--- config.mk ---
export PLATFORM = sky130hd
export DESIGN_NAME = can_tx_scheduler_flat
export DESIGN_NICKNAME = d
export VERILOG_FILES = /design/src/rtl/can_tx_scheduler_if.sv /design/src/rtl/can_tx_scheduler.sv /design/src/flat_wrapper.sv
export SDC_FILE = /design/constraint.sdc
export NUM_CORES = 1
export LEC_CHECK = 0
export BUFFER_PORTS_ARGS = -buffer_cell sky130_fd_sc_hd__buf_4
export CAP_MARGIN = 20
export CORE_UTILIZATION = 23
export CTS_BUF_LIST = sky130_fd_sc_hd__clkbuf_4 sky130_fd_sc_hd__clkbuf_8
export CTS_CLUSTER_SIZE = 16
export DETAILED_ROUTE_END_ITERATION = 8
export PLACE_DENSITY = 0.4
export SYNTH_ARGS = -nofsm -noshare
export SYNTH_HDL_FRONTEND = slang
export SYNTH_SLANG_ARGS = --single-unit
--- constraint.sdc ---
create_clock -name clock -period 18.45 [get_ports clock]
set_input_delay 3.69 -clock clock [delete_from_list [all_inputs] [get_ports clock]]
set_output_delay 3.69 -clock clock [all_outputs]
set_load 0.05 [all_outputs]
--- src/rtl/can_tx_scheduler_if.sv ---
// Host/node-side bundle of the CAN transmit scheduler. The master side
// (host and node array) drives packets, ID writes, requests and retransmit
// flags. The slave side (the scheduler) returns the per-node packet and ID
// outputs plus the status counters.
interface can_tx_scheduler_if #(
  parameter int NODES     = 4,
  parameter int DATA_SIZE = 64,
  parameter int ID_SIZE   = 11,
  parameter int DEPTH     = 8
);
  logic                         pkt_valid;
  logic [DATA_SIZE-1:0]         pkt_data;
  logic                         pkt_ready;
  logic                         id_we;
  logic [$clog2(NODES)-1:0]     id_node;
  logic [ID_SIZE-1:0]           id_value;
  logic [NODES-1:0]             data_in_req;
  logic [NODES-1:0]             Retransmit;
  logic [NODES*DATA_SIZE-1:0]   In_packet;
  logic [NODES*ID_SIZE-1:0]     Tx_ID;
  logic [NODES*ID_SIZE-1:0]     Rx_ID;
  logic [NODES-1:0]             grant;
  logic [$clog2(DEPTH+1)-1:0]   fifo_count;
  logic [15:0]                  tx_count;
  logic [15:0]                  retry_count;

  modport master (
    output pkt_valid, pkt_data, id_we, id_node, id_value, data_in_req, Retransmit,
    input  pkt_ready, In_packet, Tx_ID, Rx_ID, grant, fifo_count, tx_count, retry_count
  );

  modport slave (
    input  pkt_valid, pkt_data, id_we, id_node, id_value, data_in_req, Retransmit,
    output pkt_ready, In_packet, Tx_ID, Rx_ID, grant, fifo_count, tx_count, retry_count
  );
endinterface

--- src/rtl/can_tx_scheduler.sv ---
// CAN transmit scheduler. It buffers host packets in a FIFO and grants them
// round-robin to requesting nodes. On each grant it loads the winner's
// Tx_ID and its partner's (i^1) Rx_ID from the identifier table. Any node
// with a retransmit pending is forced to identifier 0.
module can_tx_scheduler #(
  parameter int NODES     = 4,
  parameter int DATA_SIZE = 64,
  parameter int ID_SIZE   = 11,
  parameter int DEPTH     = 8
) (
  input logic                clock,
  input logic                reset,
  can_tx_scheduler_if.slave  bus
);
  localparam int NB = $clog2(NODES);
  localparam int AW = $clog2(DEPTH);
  localparam int CW = $clog2(DEPTH+1);

  typedef enum logic [1:0] {IDLE, STARVED, WAIT_REL} state_t;

  state_t                          state, state_nx;
  logic [DATA_SIZE-1:0]            mem [DEPTH];
  logic [AW-1:0]                   wr_ptr, rd_ptr;
  logic [CW-1:0]                   count;
  logic                            push, fire, any_req, any_rt;
  logic [NB-1:0]                   ptr, sel, rr_idx;
  logic [NODES-1:0]                sel_oh, grant_q, rt_q;
  logic [NODES-1:0][ID_SIZE-1:0]   id_tab, tx_id, rx_id;
  logic [NODES-1:0][DATA_SIZE-1:0] in_pkt;
  logic [15:0]                     tx_cnt, retry_cnt, rise_cnt;

  assign bus.pkt_ready = (count != CW'(DEPTH));
  assign push          = bus.pkt_valid && bus.pkt_ready;
  assign any_req       = |bus.data_in_req;
  assign any_rt        = |bus.Retransmit;
  assign rise_cnt      = 16'($countones(bus.Retransmit & ~rt_q));
  assign sel_oh        = fire ? (NODES'(1) << sel) : '0;

  // Round-robin pick: the first requester after ptr. The descending scan
  // lets the nearest requester overwrite the farther ones.
  always_comb begin
    sel    = ptr;
    rr_idx = ptr;
    for (int k = NODES; k >= 1; k--) begin
      rr_idx = NB'((int'(ptr) + k) % NODES);
      if (bus.data_in_req[rr_idx]) sel = rr_idx;
    end
  end

  // Next-state and grant decision. A grant never coincides with a retransmit.
  always_comb begin
    state_nx = state;
    fire     = 1'b0;
    unique case (state)
      IDLE: begin
        if (!any_rt && any_req) begin
          if (count == '0) state_nx = STARVED;
          else begin
            fire     = 1'b1;
            state_nx = WAIT_REL;
          end
        end
      end
      STARVED: begin
        if (!any_req) state_nx = IDLE;
        else if (!any_rt && count != '0) begin
          fire     = 1'b1;
          state_nx = WAIT_REL;
        end
      end
      WAIT_REL: if (!bus.data_in_req[ptr]) state_nx = IDLE;
      default:  state_nx = IDLE;
    endcase
  end

  // Packet FIFO. A push and a pop in the same cycle leave the count unchanged.
  always_ff @(posedge clock) begin
    if (!reset) begin
      wr_ptr <= '0;
      rd_ptr <= '0;
      count  <= '0;
    end else begin
      if (push) begin
        mem[wr_ptr] <= bus.pkt_data;
        wr_ptr      <= wr_ptr + 1'b1;
      end
      if (fire) rd_ptr <= rd_ptr + 1'b1;
      count <= count + CW'(push) - CW'(fire);
    end
  end

  // Scheduler state, round-robin pointer, grant pulse and counters.
  always_ff @(posedge clock) begin
    if (!reset) begin
      state     <= IDLE;
      ptr       <= NB'(NODES-1);
      grant_q   <= '0;
      tx_cnt    <= '0;
      retry_cnt <= '0;
      rt_q      <= '0;
    end else begin
      state     <= state_nx;
      grant_q   <= sel_oh;
      rt_q      <= bus.Retransmit;
      retry_cnt <= retry_cnt + rise_cnt;
      if (fire) begin
        ptr    <= sel;
        tx_cnt <= tx_cnt + 16'd1;
      end
    end
  end

  for (genvar j = 0; j < NODES; j++) begin : g_node
    localparam int            P = j ^ 1;
    localparam logic [NB-1:0] J = NB'(j);
    logic [ID_SIZE-1:0]   tab_r, tx_r, rx_r;
    logic [DATA_SIZE-1:0] pkt_r;

    // Per-node table entry and outputs. The retransmit clear is written last,
    // so it wins over a grant load in the same cycle.
    always_ff @(posedge clock) begin
      if (!reset) begin
        tab_r <= ID_SIZE'(j + 1);
        tx_r  <= '0;
        rx_r  <= '0;
        pkt_r <= '0;
      end else begin
        if (bus.id_we && bus.id_value != '0 && bus.id_node == J) tab_r <= bus.id_value;
        if (sel_oh[j]) begin
          pkt_r <= mem[rd_ptr];
          tx_r  <= tab_r;
        end
        if (sel_oh[P])         rx_r <= id_tab[P];
        if (bus.Retransmit[j]) tx_r <= '0;
        if (bus.Retransmit[P]) rx_r <= '0;
      end
    end

    assign id_tab[j] = tab_r;
    assign tx_id[j]  = tx_r;
    assign rx_id[j]  = rx_r;
    assign in_pkt[j] = pkt_r;
  end

  assign bus.In_packet   = in_pkt;
  assign bus.Tx_ID       = tx_id;
  assign bus.Rx_ID       = rx_id;
  assign bus.grant       = grant_q;
  assign bus.fifo_count  = count;
  assign bus.tx_count    = tx_cnt;
  assign bus.retry_count = retry_cnt;
endmodule

--- src/flat_wrapper.sv ---
// flat-port wrapper written by rule: the top's interface ports become plain ports
module can_tx_scheduler_flat 
#(
  parameter int NODES     = 4,
  parameter int DATA_SIZE = 64,
  parameter int ID_SIZE   = 11,
  parameter int DEPTH     = 8
)
  (clock, reset, bus_pkt_valid, bus_pkt_data, bus_id_we, bus_id_node, bus_id_value, bus_data_in_req, bus_Retransmit, bus_pkt_ready, bus_In_packet, bus_Tx_ID, bus_Rx_ID, bus_grant, bus_fifo_count, bus_tx_count, bus_retry_count);
  can_tx_scheduler_if #(.NODES(NODES), .DATA_SIZE(DATA_SIZE), .ID_SIZE(ID_SIZE), .DEPTH(DEPTH)) bus_i ();
  input logic clock;
  input logic reset;
  input wire logic [$bits(bus_i.pkt_valid)-1:0] bus_pkt_valid;
  input wire logic [$bits(bus_i.pkt_data)-1:0] bus_pkt_data;
  input wire logic [$bits(bus_i.id_we)-1:0] bus_id_we;
  input wire logic [$bits(bus_i.id_node)-1:0] bus_id_node;
  input wire logic [$bits(bus_i.id_value)-1:0] bus_id_value;
  input wire logic [$bits(bus_i.data_in_req)-1:0] bus_data_in_req;
  input wire logic [$bits(bus_i.Retransmit)-1:0] bus_Retransmit;
  output wire logic [$bits(bus_i.pkt_ready)-1:0] bus_pkt_ready;
  output wire logic [$bits(bus_i.In_packet)-1:0] bus_In_packet;
  output wire logic [$bits(bus_i.Tx_ID)-1:0] bus_Tx_ID;
  output wire logic [$bits(bus_i.Rx_ID)-1:0] bus_Rx_ID;
  output wire logic [$bits(bus_i.grant)-1:0] bus_grant;
  output wire logic [$bits(bus_i.fifo_count)-1:0] bus_fifo_count;
  output wire logic [$bits(bus_i.tx_count)-1:0] bus_tx_count;
  output wire logic [$bits(bus_i.retry_count)-1:0] bus_retry_count;
  assign bus_i.pkt_valid = bus_pkt_valid;
  assign bus_i.pkt_data = bus_pkt_data;
  assign bus_i.id_we = bus_id_we;
  assign bus_i.id_node = bus_id_node;
  assign bus_i.id_value = bus_id_value;
  assign bus_i.data_in_req = bus_data_in_req;
  assign bus_i.Retransmit = bus_Retransmit;
  assign bus_pkt_ready = bus_i.pkt_ready;
  assign bus_In_packet = bus_i.In_packet;
  assign bus_Tx_ID = bus_i.Tx_ID;
  assign bus_Rx_ID = bus_i.Rx_ID;
  assign bus_grant = bus_i.grant;
  assign bus_fifo_count = bus_i.fifo_count;
  assign bus_tx_count = bus_i.tx_count;
  assign bus_retry_count = bus_i.retry_count;
  can_tx_scheduler #(.NODES(NODES), .DATA_SIZE(DATA_SIZE), .ID_SIZE(ID_SIZE), .DEPTH(DEPTH)) u_core (.clock(clock), .reset(reset), .bus(bus_i));
endmodule
==> results.md, run 1 <==
- Outcome: complete, no violations
- Post-synthesis sequential area ratio: 0.6814
- Setup Skew: roughly 0.033 ns
- Layout filler cell count: around 15000
- Resized Gates After CTS: 0
- Startpoint type of the worst setup path: input port
- Maximum single-stage delay on the critical path: ~0.86 ns
- Placed cell areas: just under 0.04 mm2
- Max clock buf depth: 3
- Slack of the critical path: 11.69 ns
- Clock Pin Slew Worst Setup and Hold Paths: around 0.06 ns
- Global routing usage summed across all routing layers: 0.1374
- Dominant cell type by area after synthesis: sky130_fd_sc_hd__edfxtp_1
- Number of levels in the clock H-tree: 4
- Max rail drop VDD: 48.51 uV
- Nets@finish: approximately 2900
- Clock network fraction of design power: 0.444
- Arrival time reported for the critical path endpoint: between 7 and 8 ns
- Via count of the first global-routing pass: approximately 22000
- Sequential cell area in the final layout: between 0.02 and 0.025 mm2
- Wire length reported by the detailed router: between 100000 and 150000 um
- Top cells by instance count after synthesis: 512 x sky130_fd_sc_hd__edfxtp_1, 401 x sky130_fd_sc_hd__dfxtp_1, 356 x sky130_fd_sc_hd__nand2_1
- Wire length of the first global-routing pass: 151000 um
- Number of top-level design ports: about 470
- Placed wire-length estimate after detailed placement: approximately 64000 um
- Largest cells by area after synthesis: sky130_fd_sc_hd__edfxtp_1 45%, sky130_fd_sc_hd__dfxtp_1 23%, sky130_fd_sc_hd__mux2i_1 9.4%
- Power density relative to cell area: approximately 110 mW/mm2
- Syn Area/Cell: 15.19 um2
- Syn Nets: between 2000 and 2500
- Unique cell type count in the Yosys netlist: 48
- Max capacitance violation total: 0
- Worst-path cell with the longest stage delay: sky130_fd_sc_hd__buf_4
- Count of endpoints failing hold in the final timing report: 0
- Comb power frac: 0.071
- Cell Int Power: between 0.003 and 0.004 W
- CP startpoint: bus_Retransmit[2]
- Average wire per standard cell: around 22 um
- Maximum number of pins on one net before global-route repair: 105
- Number of instances in the synthesized netlist: 2261
- Crit-path leading delay family: simple AND/OR/NAND/NOR gates
- Die X-Extent: just under 400 um
- Post-DR vias/cell: roughly 4.3
- Final Setup Violations: 0
- Worst-margin pin slew: 1.053 ns
- Vertical die dimension: approximately 390 um
- Worst relative slew slack: 0.2979
- Worst-skew pair later-pin latency: about 0.86 ns
- Floorplan core area: about 0.15 mm2
- Proportion of total power due to net switching: 0.2447
- Setup TNS: 0 ns
- Crit Path Class: input port to flip-flop
- Data required time at the worst endpoint: between 15 and 20 ns
- Final Critical Period: just under 7 ns
- Worst-path fanout max: 42
- Area of combinational cells with multiple inputs: ~0.010 mm2
- I/O Buffers: approximately 470
- Most used standard cell by instance count after synthesis: sky130_fd_sc_hd__edfxtp_1
- Leftover overflow at the end of global routing: 0
- Share of cells above drive strength 1: 0.3303
- Unrepaired setup endpoints after global routing: false
- Initial DRC count: around 1100
- Launch instance of the worst min-delay path: u_core.g_node[0].tab_r[4]$_SDFFE_PN0P_
- CTS tree: yes
- Die Outline Area: between 0.15 and 0.2 mm2
- Switching power: around 0.0011 W
- Commonest register cell after synthesis: sky130_fd_sc_hd__edfxtp_1
- Area growth from synthesis to layout: 26.16%
- Critical path, cell by cell: buf_4 -> or4_4 -> or4_4 -> a21oi_2 -> and2_4 -> buf_4 -> mux2i_1
- Site row count: 141
- Area of the mapped netlist: 0.03434 mm2
- Number of flops mapped to enable cells by yosys: 512
- Number of warnings issued by yosys: 0
- Period utilization: 0.3666
- DRC violation count after routing: 0
- Final instance area: 0.04333 mm2
- Endpoint kind of the worst setup timing path: flip-flop
- Flip-flop and latch count after synthesis: a little over 900
- Critical R2R Launch: u_core.bus.fifo_count[2]$_SDFF_PN0_
- Initial Utilization: 0.2320
- Yosys top cell area share: 0.4477
- 1st-pass router iterations: 4
- Share of synthesized flip-flops with an asynchronous set or reset: 0
- Clock tree root driver cell: sky130_fd_sc_hd__clkbuf_8
- Post-CTS repair timing setup buffer count: 0
- Number of sinks handled by clock tree synthesis: 913
- Number of slew-limit violations in the final report: 0
- Via count: 20650
- Seq pwr share: 0.485
- Leakage power: 16.27 nW
- RePlAce Congestion: 0.7454
- Initial antenna violation count: 22
- CP bufs+invs: 2
- Hold Path Class: flip-flop to flip-flop
- Number of buffers created by CTS: 166
- Pre-CTS WS: approximately 11 ns
- Max Freq: between 100 and 150 MHz
- Hold Buf Count CTS: 0
- Number of routed nets with antenna violations: 0
[worst reg2reg max path, stage by stage, from the launching register on]
cell	delay, ns
sky130_fd_sc_hd__dfxtp_1	0.34
sky130_fd_sc_hd__inv_1	0.08
sky130_fd_sc_hd__ha_1	0.19
sky130_fd_sc_hd__nor3b_1	0.13
sky130_fd_sc_hd__buf_4	0.17
sky130_fd_sc_hd__or4_4	0.60
sky130_fd_sc_hd__a21oi_2	0.69
sky130_fd_sc_hd__and2_4	0.65
sky130_fd_sc_hd__buf_4	0.91
sky130_fd_sc_hd__mux2i_1	0.38
[layout make-up]
class / instances / area share
sequential: 913 / 0.5403
antenna: 7 / 0.0004043
clock inverter: 44 / 0.008865
multi-input combinational: 1153 / 0.2305
inverter: 16 / 0.001386
tap: 1930 / 0.05573
timing repair buffer: 509 / 0.08905
clock buffer: 265 / 0.07378
[cells by family after synthesis]
family	synth area share
simple gates	0.07264
flops	0.6814
xor+xnor	0.006120
mux	0.1790
fa+ha+maj	0.007068
compound gates	0.02339
buf+inv	0.03035
[placed cells by master (no fill, tap or decap), drive strengths merged, types with 36 or more instances in the layout]
cell type / Yosys / routed
nand2: 357 / 357
edfxtp: 512 / 512
clkbuf: 83 / 266
buf: 96 / 508
a22oi: 64 / 64
mux2i: 324 / 324
nor2b: 48 / 48
and2: 36 / 36
dfxtp: 401 / 401
mux4: 129 / 129
[flip-flops by register name, indices dropped and copies added, names as in the netlist, named ones only]
name / flops
u_core.bus.tx_count: 16
u_core.mem: 512
u_core.bus.grant: 4
u_core.bus.fifo_count: 4
u_core.ptr: 2
u_core.g_node.rx_r: 22
u_core.state: 2
u_core.wr_ptr: 3
u_core.g_node.tx_r: 22
u_core.bus.retry_count: 16
u_core.g_node.pkt_r: 256
u_core.rt_q: 4
u_core.g_node.tab_r: 44
u_core.rd_ptr: 3
[stage by stage]
step | hold slack [ns] | total power [W] | instances | util
final | 0.4350 | 0.004590 | 4837 | 0.2927
after global routing | 0.4572 | 0.004801 | 4837 | 0.2927
after CTS | 0.4343 | 0.004692 | 4829 | 0.2925
after detailed placement | 0.4462 | 0.002605 | 4520 | 0.2683
after global placement | 0.4403 | 0.002595 | 4520 | 0.2683
after floorplan | 0.4245 | 0.002467 | 2261 | -
[power groups by stage]
stage               sequential, W  combinational (W)  clock [W]
floorplan                 0.00231           0.000157          0
global placement          0.00227           0.000329          0
detailed placement        0.00227           0.000334          0
CTS                       0.00223           0.000335    0.00213
global route              0.00223           0.000353    0.00222
finish                    0.00223           0.000324    0.00204
[per-layer routing]
layer | vias up | part of all wire | GRT usage | wire [um]
met5 | - | 0.0012 | 0 | 122
met4 | 22 | 0.019 | 0.04499 | 1945
met3 | 144 | 0.067 | 0.04511 | 7078
met2 | 556 | 0.50 | 0.2314 | 52070
met1 | 10554 | 0.42 | 0.1644 | 43900
li1 | 9374 | - | - | -
[worst paths after layout]
check | end | slack, ns | cells past startpoint
worst min register to register | u_core.g_node[1].rx_r[4]$_SDFFE_PP0P_ | 0.43 | 2
worst max-delay path | u_core.g_node[1].pkt_r[42]$_SDFFE_PN0P_ | 11.69 | 7
worst max register to register | u_core.g_node[1].pkt_r[42]$_SDFFE_PN0P_ | 14.24 | 9
worst min-delay path | u_core.g_node[1].rx_r[4]$_SDFFE_PP0P_ | 0.43 | 2
Note: power is estimated with default switching activity, not from simulation.
==> run 2: changes to the inputs <==
Clock period 18.45 ns to 6.4 ns, I/O delays scaled along.
==> run 2 against run 1 <==
Against the previous run: sequential share of layout area down 0.15 points; hold slack improved by 0.016 ns; die area stayed put; clock power rose to 2.8 times the previous value; sequential power grew to 2.9 times the previous value; total power rose to 2.9 times the previous value; critical endpoint is now u_core.g_node[1].pkt_r[11]$_SDFFE_PN0P_.
==> results.md, run 2 (synthesis results as in run 1) <==
- Outcome: complete, no violations (unchanged)
- Comb power frac: 0.072 (was 0.071)
- Largest register by flop count: u_core.mem (unchanged)
- Worst-margin pin slew: 1.275 ns (was 1.053 ns)
- Final Setup Violations: 0 (unchanged)
- Share of cells above drive strength 1: 0.3260 (was 0.3303)
- RePlAce Congestion: 0.7511 (was 0.7454)
- Worst relative slew slack: 0.1502 (was 0.2979)
- Maximum number of pins on one net before global-route repair: 173 (was 105)
- Nets@finish: 2870 (was 2865)
- Resized Gates After CTS: 0 (unchanged)
- Number of levels in the clock H-tree: 4 (unchanged)
- Max clock buf depth: 3 (unchanged)
- Arrival time reported for the critical path endpoint: 4.66 ns (was 7.54 ns)
- Die Outline Area: 0.1509 mm2 (unchanged)
- Number of flip-flops under the largest register name: 512 (unchanged)
- Average wire per standard cell: 21.76 um (was 21.73 um)
- Period utilization: 0.6085
- Slack of the critical path: 2.506 ns (was 11.69 ns)
- Max capacitance violation total: 0 (unchanged)
- Endpoint kind of the worst setup timing path: flip-flop (unchanged)
- End-of-flow core utilization: 0.2935 (was 0.2927)
- Setup TNS: 0 ns (unchanged)
- Number of slew-limit violations in the final report: 0 (unchanged)
- Placed cell areas: 0.03988 mm2 (was 0.03971 mm2)
- Global routing usage summed across all routing layers: 0.1378 (was 0.1374)
- Proportion of total power due to net switching: 0.2460 (was 0.2447)
- Max Freq: roughly 260 MHz
- Number of sinks handled by clock tree synthesis: 913 (unchanged)
- Largest registers: u_core.mem (512), u_core.g_node.pkt_r (256), u_core.g_node.tab_r (44) (unchanged)
- Wire length of the first global-routing pass: 152200 um (was 151000 um)
- 1st-pass router iterations: 6 (was 4)
- Startpoint type of the worst setup path: input port (unchanged)
- Floorplan core area: 0.1480 mm2 (unchanged)
- Initial DRC count: 969 (was 1052)
- Worst-skew pair later-pin latency: 0.89 ns (was 0.86 ns)
- Area growth from synthesis to layout: 26.51% (was 26.16%)
- Initial antenna violation count: 22 (unchanged)
- Leakage power: 16.29 nW (was 16.27 nW)
- Via count of the first global-routing pass: 21716 (was 21842)
- Clock network fraction of design power: 0.440 (was 0.444)
- Number of routed nets with antenna violations: 0 (unchanged)
- Number of buffers created by CTS: 168 (was 166)
- Commonest non-fill, non-tap cell in the layout: sky130_fd_sc_hd__edfxtp_1 (unchanged)
- Hold Buf Count CTS: 0 (unchanged)
- Inst Count DP: 4523 (was 4520)
- Leftover overflow at the end of global routing: 0 (unchanged)
- Setup Skew: 0.06787 ns (was 0.03339 ns)
- Via count: 20634 (was 20650)
- Placed wire-length estimate after detailed placement: 65340 um (was 63940 um)
- Clock Pin Slew Worst Setup and Hold Paths: 0.06 ns (about the same)
- Crit Path Class: input port to flip-flop (unchanged)
- Seq pwr share: 0.488 (was 0.485)
- I/O Buffers: 473 (unchanged)
- Unrepaired setup endpoints after global routing: false (unchanged)
- Power density relative to cell area: 303.2 mW/mm2 (was 105.9 mW/mm2)
- Switching power: 0.003240 W (was 0.001123 W)
- Count of endpoints failing hold in the final timing report: 0 (unchanged)
- Hold Path Class: flip-flop to flip-flop (unchanged)
- Final instance area: 0.04345 mm2 (was 0.04333 mm2)
- Final Critical Period: approximately 4 ns
- CTS tree: yes (unchanged)
- Vertical die dimension: 388.4 um (unchanged)
- Post-DR vias/cell: 4.264 (was 4.269)
- Initial Utilization: 0.2320 (unchanged)
- Commonest cells after routing, fill and taps aside: 512 x sky130_fd_sc_hd__edfxtp_1, 500 x sky130_fd_sc_hd__buf_4, 399 x sky130_fd_sc_hd__dfxtp_1 (was 512 x sky130_fd_sc_hd__edfxtp_1, 506 x sky130_fd_sc_hd__buf_4, 399 x sky130_fd_sc_hd__dfxtp_1)
- DRC violation count after routing: 0 (unchanged)
- Data required time at the worst endpoint: 7.17 ns (was 19.22 ns)
- Post-route non-filler standard cell count: 4839 (was 4837)
- Wire length reported by the detailed router: 105300 um (was 105100 um)
- Worst-path fanout max: 42 (unchanged)
- Max rail drop VDD: 129.7 uV (was 48.51 uV)
- Pre-CTS WS: 1.640 ns (was 10.83 ns)
- Post-CTS repair timing setup buffer count: 0 (unchanged)
- Site row count: 141 (unchanged)
- Clock tree root driver cell: sky130_fd_sc_hd__clkbuf_8 (unchanged)
- Die X-Extent: 388.4 um (unchanged)
- Cell Int Power: 0.009933 W (was 0.003467 W)
- Number of top-level design ports: 474 (unchanged)
run 2: changes by cell type in the layout (fill, tap and decap cells not counted), sizes merged:
cell and delta:
bufinv +1, clkinvlp -1, inv -4, clkinv +19, buf +4, diode -3
clkbuf -14
run 2: layout make-up:
class / instances / area, um2
Clock inverter: 59 / 466.7
Sequential cell: 913 / 23410
Timing Repair Buffer: 512 / 3984
Antenna cell: 4 / 10.01
Tap cell: 1930 / 2415
Multi-Input combinational cell: 1153 / 10030
Fill cell: 14888 / 104600
Inverter: 16 / 60.06
Clock buffer: 252 / 3074
run 2: worst paths after layout:
kind,depth (start not counted),to,slack (ns),startpoint
worst min register to register,2,u_core.g_node[1].rx_r[4]$_SDFFE_PP0P_,0.45,u_core.g_node[0].tab_r[4]$_SDFFE_PN0P_
worst min-delay path,2,u_core.g_node[1].rx_r[4]$_SDFFE_PP0P_,0.45,u_core.g_node[0].tab_r[4]$_SDFFE_PN0P_
worst max-delay path,7,u_core.g_node[1].pkt_r[11]$_SDFFE_PN0P_,2.51,bus_Retransmit[2]
worst max register to register,8,u_core.g_node[1].pkt_r[11]$_SDFFE_PN0P_,2.63,u_core.bus.fifo_count[2]$_SDFF_PN0_
run 2: power groups by stage:
| stage | combinational (W) | sequential, W | clock (W) |
|---|---|---|---|
| after floorplan | 0.000454 | 0.00665 | 0 |
| after global placement | 0.000951 | 0.00655 | 0 |
| after detailed placement | 0.000972 | 0.00655 | 0 |
| after CTS | 0.000974 | 0.00643 | 0.00606 |
| after global routing | 0.00103 | 0.00644 | 0.00630 |
| final | 0.000944 | 0.00643 | 0.00580 |
run 2: per-stage QoR:
stage / hold slack, ns / total power, W
2_1_floorplan: 0.4245 / 0.007106
3_3_place_gp: 0.4355 / 0.007496
3_5_place_dp: 0.4477 / 0.007527
4_1_cts: 0.4574 / 0.01347
5_1_grt: 0.4703 / 0.01376
6_report: 0.4513 / 0.01317
run 2: routing by layer:
layer  vias to the layer above  wire length, um  track usage
met1                     10476            45730       0.1711
met4                        32             2289      0.04298
met5                         -              206            0
met3                       191             7134      0.04890
met2                       560            49930       0.2227
li1                       9375                -            -
run 2: critical path: stages:
cell and delay [ns]:
sky130_fd_sc_hd__buf_4 0.13, sky130_fd_sc_hd__or4_4 0.55, sky130_fd_sc_hd__or4_4 0.55, sky130_fd_sc_hd__a21oi_2 0.62, sky130_fd_sc_hd__and2_4 0.76, sky130_fd_sc_hd__buf_12 0.40, sky130_fd_sc_hd__mux2i_1 0.26
